### src/rtl/audio_input_analyzer_if.sv
// CODEC ADC read handshake: sample pair presented with read_ready, popped by a one-cycle read strobe.
// master is the analyzer pulling samples, slave is the CODEC side.
interface audio_input_analyzer_if;
  logic        read_ready;
  logic [23:0] readdata_left;
  logic [23:0] readdata_right;
  logic        read;

  modport master (input read_ready, readdata_left, readdata_right, output read);
  modport slave  (output read_ready, readdata_left, readdata_right, input read);
endinterface

### src/rtl/audio_input_analyzer.sv
// Pulls stereo ADC pairs, mixes to mono, reports peak |mono| and hysteresis zero crossings per 2^WINDOW_LOG2 samples.
// One sample per 3 cycles max (IDLE/ACK/PROC); results update one cycle after the window's last PROC; CODEC stalls simply hold IDLE.
module audio_input_analyzer #(
  parameter int          WINDOW_LOG2 = 10,
  parameter logic [23:0] HYST        = 24'h000400
) (
  input  logic                   clock,
  input  logic                   reset,
  input  logic                   enable,
  audio_input_analyzer_if.master codec,
  output logic [22:0]            peak,
  output logic [WINDOW_LOG2:0]   zero_crossings,
  output logic                   result_valid
);

  typedef enum logic [1:0] {IDLE, ACK, PROC} state_t;

  localparam logic signed [23:0] HYST_P = HYST;
  localparam logic signed [23:0] HYST_N = -HYST_P;

  state_t                   state;
  logic signed [23:0]       l_q;
  logic signed [23:0]       r_q;
  logic [WINDOW_LOG2-1:0]   sample_cnt;
  logic [22:0]              run_peak;
  logic [WINDOW_LOG2:0]     run_cross;
  logic                     sign_state;
  logic                     sign_valid;

  logic signed [23:0]       mono;
  logic signed [23:0]       neg_mono;
  logic [22:0]              mag;
  logic [22:0]              peak_next;
  logic                     above;
  logic                     below;
  logic                     crossed;
  logic [WINDOW_LOG2:0]     cross_next;

  always_comb begin
    // Halving each channel first keeps the sum inside 24 bits.
    mono     = (l_q >>> 1) + (r_q >>> 1);
    neg_mono = -mono;
    if (mono == 24'sh800000)
      mag = 23'h7FFFFF;
    else if (mono[23])
      mag = neg_mono[22:0];
    else
      mag = mono[22:0];
    peak_next  = (mag > run_peak) ? mag : run_peak;
    above      = mono > HYST_P;
    below      = mono < HYST_N;
    crossed    = sign_valid && ((above && !sign_state) || (below && sign_state));
    cross_next = run_cross + {{WINDOW_LOG2{1'b0}}, crossed};
  end

  always_ff @(posedge clock) begin
    if (reset) begin
      state          <= IDLE;
      codec.read     <= 1'b0;
      l_q            <= '0;
      r_q            <= '0;
      sample_cnt     <= '0;
      run_peak       <= '0;
      run_cross      <= '0;
      sign_state     <= 1'b0;
      sign_valid     <= 1'b0;
      peak           <= '0;
      zero_crossings <= '0;
      result_valid   <= 1'b0;
    end else begin
      result_valid <= 1'b0;
      case (state)
        IDLE: begin
          if (enable && codec.read_ready) begin
            codec.read <= 1'b1;
            l_q        <= $signed(codec.readdata_left);
            r_q        <= $signed(codec.readdata_right);
            state      <= ACK;
          end
        end
        ACK: begin
          codec.read <= 1'b0;
          state      <= PROC;
        end
        PROC: begin
          sample_cnt <= sample_cnt + 1'b1;
          if (above) begin
            sign_state <= 1'b1;
            sign_valid <= 1'b1;
          end else if (below) begin
            sign_state <= 1'b0;
            sign_valid <= 1'b1;
          end
          // Sign history deliberately survives the window boundary.
          if (&sample_cnt) begin
            peak           <= peak_next;
            zero_crossings <= cross_next;
            result_valid   <= 1'b1;
            run_peak       <= '0;
            run_cross      <= '0;
          end else begin
            run_peak  <= peak_next;
            run_cross <= cross_next;
          end
          state <= IDLE;
        end
        default: begin
          codec.read <= 1'b0;
          state      <= IDLE;
        end
      endcase
    end
  end

endmodule

### src/flat_wrapper.sv
// flat-port wrapper written by rule: the top's interface ports become plain ports
module audio_input_analyzer_flat 
#(
  parameter int          WINDOW_LOG2 = 10,
  parameter logic [23:0] HYST        = 24'h000400
)
  (clock, reset, enable, peak, zero_crossings, result_valid, codec_read_ready, codec_readdata_left, codec_readdata_right, codec_read);
  audio_input_analyzer_if codec_i ();
  input  logic clock;
  input  logic reset;
  input  logic enable;
  output logic [22:0] peak;
  output logic [WINDOW_LOG2:0] zero_crossings;
  output logic result_valid;
  input wire logic [$bits(codec_i.read_ready)-1:0] codec_read_ready;
  input wire logic [$bits(codec_i.readdata_left)-1:0] codec_readdata_left;
  input wire logic [$bits(codec_i.readdata_right)-1:0] codec_readdata_right;
  output wire logic [$bits(codec_i.read)-1:0] codec_read;
  assign codec_i.read_ready = codec_read_ready;
  assign codec_i.readdata_left = codec_readdata_left;
  assign codec_i.readdata_right = codec_readdata_right;
  assign codec_read = codec_i.read;
  audio_input_analyzer #(.WINDOW_LOG2(WINDOW_LOG2), .HYST(HYST)) u_core (.clock(clock), .reset(reset), .enable(enable), .codec(codec_i), .peak(peak), .zero_crossings(zero_crossings), .result_valid(result_valid));
endmodule
### config.mk
export PLATFORM = sky130hd
export DESIGN_NAME = audio_input_analyzer_flat
export DESIGN_NICKNAME = d
export VERILOG_FILES = /design/src/rtl/audio_input_analyzer_if.sv /design/src/rtl/audio_input_analyzer.sv /design/src/flat_wrapper.sv
export SDC_FILE = /design/constraint.sdc
export NUM_CORES = 1
export LEC_CHECK = 0
export CAP_MARGIN = 20
export CORE_MARGIN = 2
export CORE_UTILIZATION = 53
export CTS_BUF_LIST = sky130_fd_sc_hd__clkbuf_4 sky130_fd_sc_hd__clkbuf_8
export CTS_CLUSTER_SIZE = 14
export DETAILED_ROUTE_END_ITERATION = 8
export PLACE_DENSITY = 0.83
export SYNTH_ARGS = -nofsm -noshare
export SYNTH_HDL_FRONTEND = slang
export SYNTH_SLANG_ARGS = --single-unit
export TNS_END_PERCENT = 5
### constraint.sdc
create_clock -name clock -period 5 [get_ports clock]
set_input_delay 1.25 -clock clock [delete_from_list [all_inputs] [get_ports clock]]
set_output_delay 1.25 -clock clock [all_outputs]
set_load 0.005 [all_outputs]
==> impl_metrics.yaml <==
global_route:
  grt.total_usage_pct: 26.65
  grt_pass1_vias: 7769
  antenna_found_initial: 0
  grt_max_degree: 83
  grt_pass1_wl_mm: 34.83
  grt.overflow.total: 0
yosys:
  yosysWarnings: 0
  synth_area_leaders: "dfxtp_1, ha_1, nand2_1"
  async_flop_share_pct: 0
  synth_xor_area_share_pct: 4.979
  synth_area_sq_um: 7715
  synthAdderAreaFrac_pct: 8.368
  synth_compound_area_share_pct: 26.68
  yosys-top-cells-count: "nand2_1, dfxtp_1, a21oi_1"
  syn_nets: 1073
  yosys.area_share.simple_pct: 21.12
  synth.top_cell.area_share_pct: 33.73
  synth.most_common_cell: "nand2_1"
  synth.avg_cell_area_sq_um: 7.954
  synth_top_family_by_area: "compound AO/OA/AOI/OAI gates"
  synth_top_area_cell: "dfxtp_1"
  synth-seq-cells: 130
  syn_inst: 970
  synth_mux_area_share_pct: 0.1460
  synth-edff-count: 0
  synth-seq-area-share_pct: 33.73
  ys_types: 73
  synthFlopType: "dfxtp_1"
place:
  place_hpwl_mm: 14.43
  numPortBuffers: 85
  place_congestion: 0.9185
  dp.cells: 1340
  place_area_sq_um: 9841
floorplanning:
  dieArea_sq_um: 15540
  fp.dieW_um: 124.7
  rows: 44
  pin_count: 88
  start_util_pct: 53.69
  fp.coreArea_sq_um: 14370
  fp.dieH_um: 124.7
worst_setup_path:
  cp-start-kind: "register"
  cp-end-kind: "register"
  slowest_delay_ns: 0.51
  worst-setup-path-type: "register to register"
  critPathRequiredTime_ns: 5.35
  cp_max_fo: 7
  crit_path_top_delay_cell: "or4_4"
  cp.arrival_ns: 5.72
  crit_chain: "ha_4 > inv_2 > fa_2 > nor2b_4 > o211ai_4 > a211oi_4 > or3_4 > a221oi_4 > and2_4 > nand4_2 > buf_6 > or2_4 > o21ai_2 > ha_1 > nand4_1 > or4_4 > nor2_2 > nand4b_1 > o21ai_2 > buf_6 > a21o_1 > nor2b_4 > buf_6 > a2bb2o_1"
  cp_common_cell: "buf_6"
cts:
  cts_inserted_buffers: 17
  clockBufferDepth: 2
  cts_num_sinks: 130
  cts_tree: "yes"
  clk_pin_slew_ns: 0.08
  holdBufCountCts: 0
  clock-root-buffer: "clkbuf_8"
  htree_levels: 4
  clk_latency_ns: 0.47
timing:
  fin_hold_ws_ns: 0.4602
  finalCritPeriodShare_pct: 107.4
  final-hold-violation-count: 0
  tns_ns: -10.66
  rsz0062_at_grt: "yes"
  setup_viol: 46
  min_period_ns: 5.368
  max_freq_mhz: 186.3
  slew_viol_final: 0
  slew_headroom_pct: 44.37
  worst_pin_slew_ns: 0.8344
  layout_setup_ws_ns: -0.3681
  finalClockSkew_ns: 0.01577
detailed_routing:
  drt_iter0_drc: 584
  wire_per_inst_um: 15.83
  avgViaCountPerCell: 5.861
  dr_total_vias: 8117
  postRouteAntennaNets: 0
  dr.pass1.iters: 5
  drt-total-wl_mm: 21.92
  drc_errors: 0
status:
  violations: "setup timing"
  outcome: "complete, but fails checks"
power:
  vdd_drop_max_uv: 167.5
  p_per_area_nw_per_um2: 274.1
  p_total_w: 0.002977
  leakagePower_nw: 4.366
final_layout:
  fin_nets: 1292
  syn_to_final_growth_pct: 40.82
  antenna_cells: 0
  n_fill_cell: 999
  drive_gt1_share_pct: 25.06
  layout.cells.non_filler: 1385
  finalInstanceArea_sq_um: 10860
min_path:
  worstHoldPathType: "register to register"
job:
  max-cap-violations: 0
==> layer usage <==
metal / vias to the layer above / share of wire [%] / global-route usage [%]
met1: 3804 / 42 / 32.67
li1: 3941 / - / -
met4: 0 / 2.9 / 10.58
met5: - / 0 / 0
met3: 68 / 5.2 / 4.940
met2: 304 / 50 / 46.16
==> report_power, final <==
| part | leakage [nW] | switching, W | internal, W |
|---|---|---|---|
| combinational | 3.11 | 0.000485 | 0.000457 |
| clock | 0.202 | 0.000439 | 0.000525 |
| sequential | 1.05 | 0.0000146 | 0.00106 |
| total | 4.37 | 0.000938 | 0.00204 |
==> worst max-delay path: cells and delay by family (launching register included) <==
kind	cells	cell delay, ns
and+or+nand+nor	10	2.17
DFF	1	0.34
adders and majority gates	3	0.61
AOI/OAI and AO/OA	7	1.57
buffers and inverters	4	0.52
==> what timing repair did <==
item                                    CTS  global route
endpoints found under the setup margin   46            47
pin swaps                                20            34
cloned                                    1             0
buffers inserted                         10             3
resized for setup                        43            59
==> worst paths after layout <==
| check | startpoint | endpoint | slack, ns | depth (start not counted) |
|---|---|---|---|---|
| setup reg to reg | u_core.l_q[1] | u_core.run_peak[3] | -0.37 | 24 |
| hold reg to reg | u_core.zero_crossings[3] | u_core.zero_crossings[3] | 0.46 | 2 |
| setup / recovery | u_core.l_q[1] | u_core.run_peak[3] | -0.37 | 24 |
| hold / removal | u_core.zero_crossings[3] | u_core.zero_crossings[3] | 0.46 | 2 |
==> final cells by class <==
type                    instances  area [sq um]  area share [%]
clock buffers                  20         269.0           2.476
flip-flops and latches        130          2608           24.00
clock inverters                11         151.4           1.394
repair buffers                260          2210           20.34
multi-input cells             742          5251           48.34
well taps                     184         230.2           2.119
inverters                      38         145.1           1.336
==> per-stage QoR <==
stage | setup slack [ns] | util (%)
floorplan | -0.004453 | -
global placement | -0.4297 | 68.49
detailed placement | -0.5318 | 68.49
CTS | -0.1936 | 73.15
global route | -0.5601 | 75.61
finish | -0.3681 | 75.61
==> registers in the layout (all words and copies together) (netlist names) <==
signal                 flops
u_core.result_valid        1
u_core.l_q                23
u_core.sign_state          1
u_core.r_q                23
u_core.run_peak           23
u_core.sample_cnt         10
u_core.codec.read          1
u_core.run_cross          11
u_core.peak               23
u_core.zero_crossings     11
u_core.state               2
u_core.sign_valid          1
==> logic make-up (layout without fill, tap and decap cells) <==
| logic type | count (synthesis) | count (layout) |
|---|---|---|
| mux | 1 | 1 |
| fa+ha+maj | 51 | 51 |
| flops | 130 | 130 |
| compound gates | 298 | 298 |
| buf+inv | 98 | 329 |
| xor+xnor | 43 | 43 |
| simple gates | 349 | 349 |
==> cells in the final DEF (no fill, tap or decap), drive strengths merged, types with 11 or more instances in the layout <==
master	n
nand4	15
a211oi	13
xnor2	17
buf	176
a22o	18
o211ai	11
a21oi	94
clkdlybuf4s50	84
dfxtp	130
nand3	22
clkbuf	20
a21o	12
o21ai	51
nor2	64
ha	50
and3	11
nor3	29
nand2	155
inv	41
xor2	26
a221o	14
(Power assumes the default switching activity.)
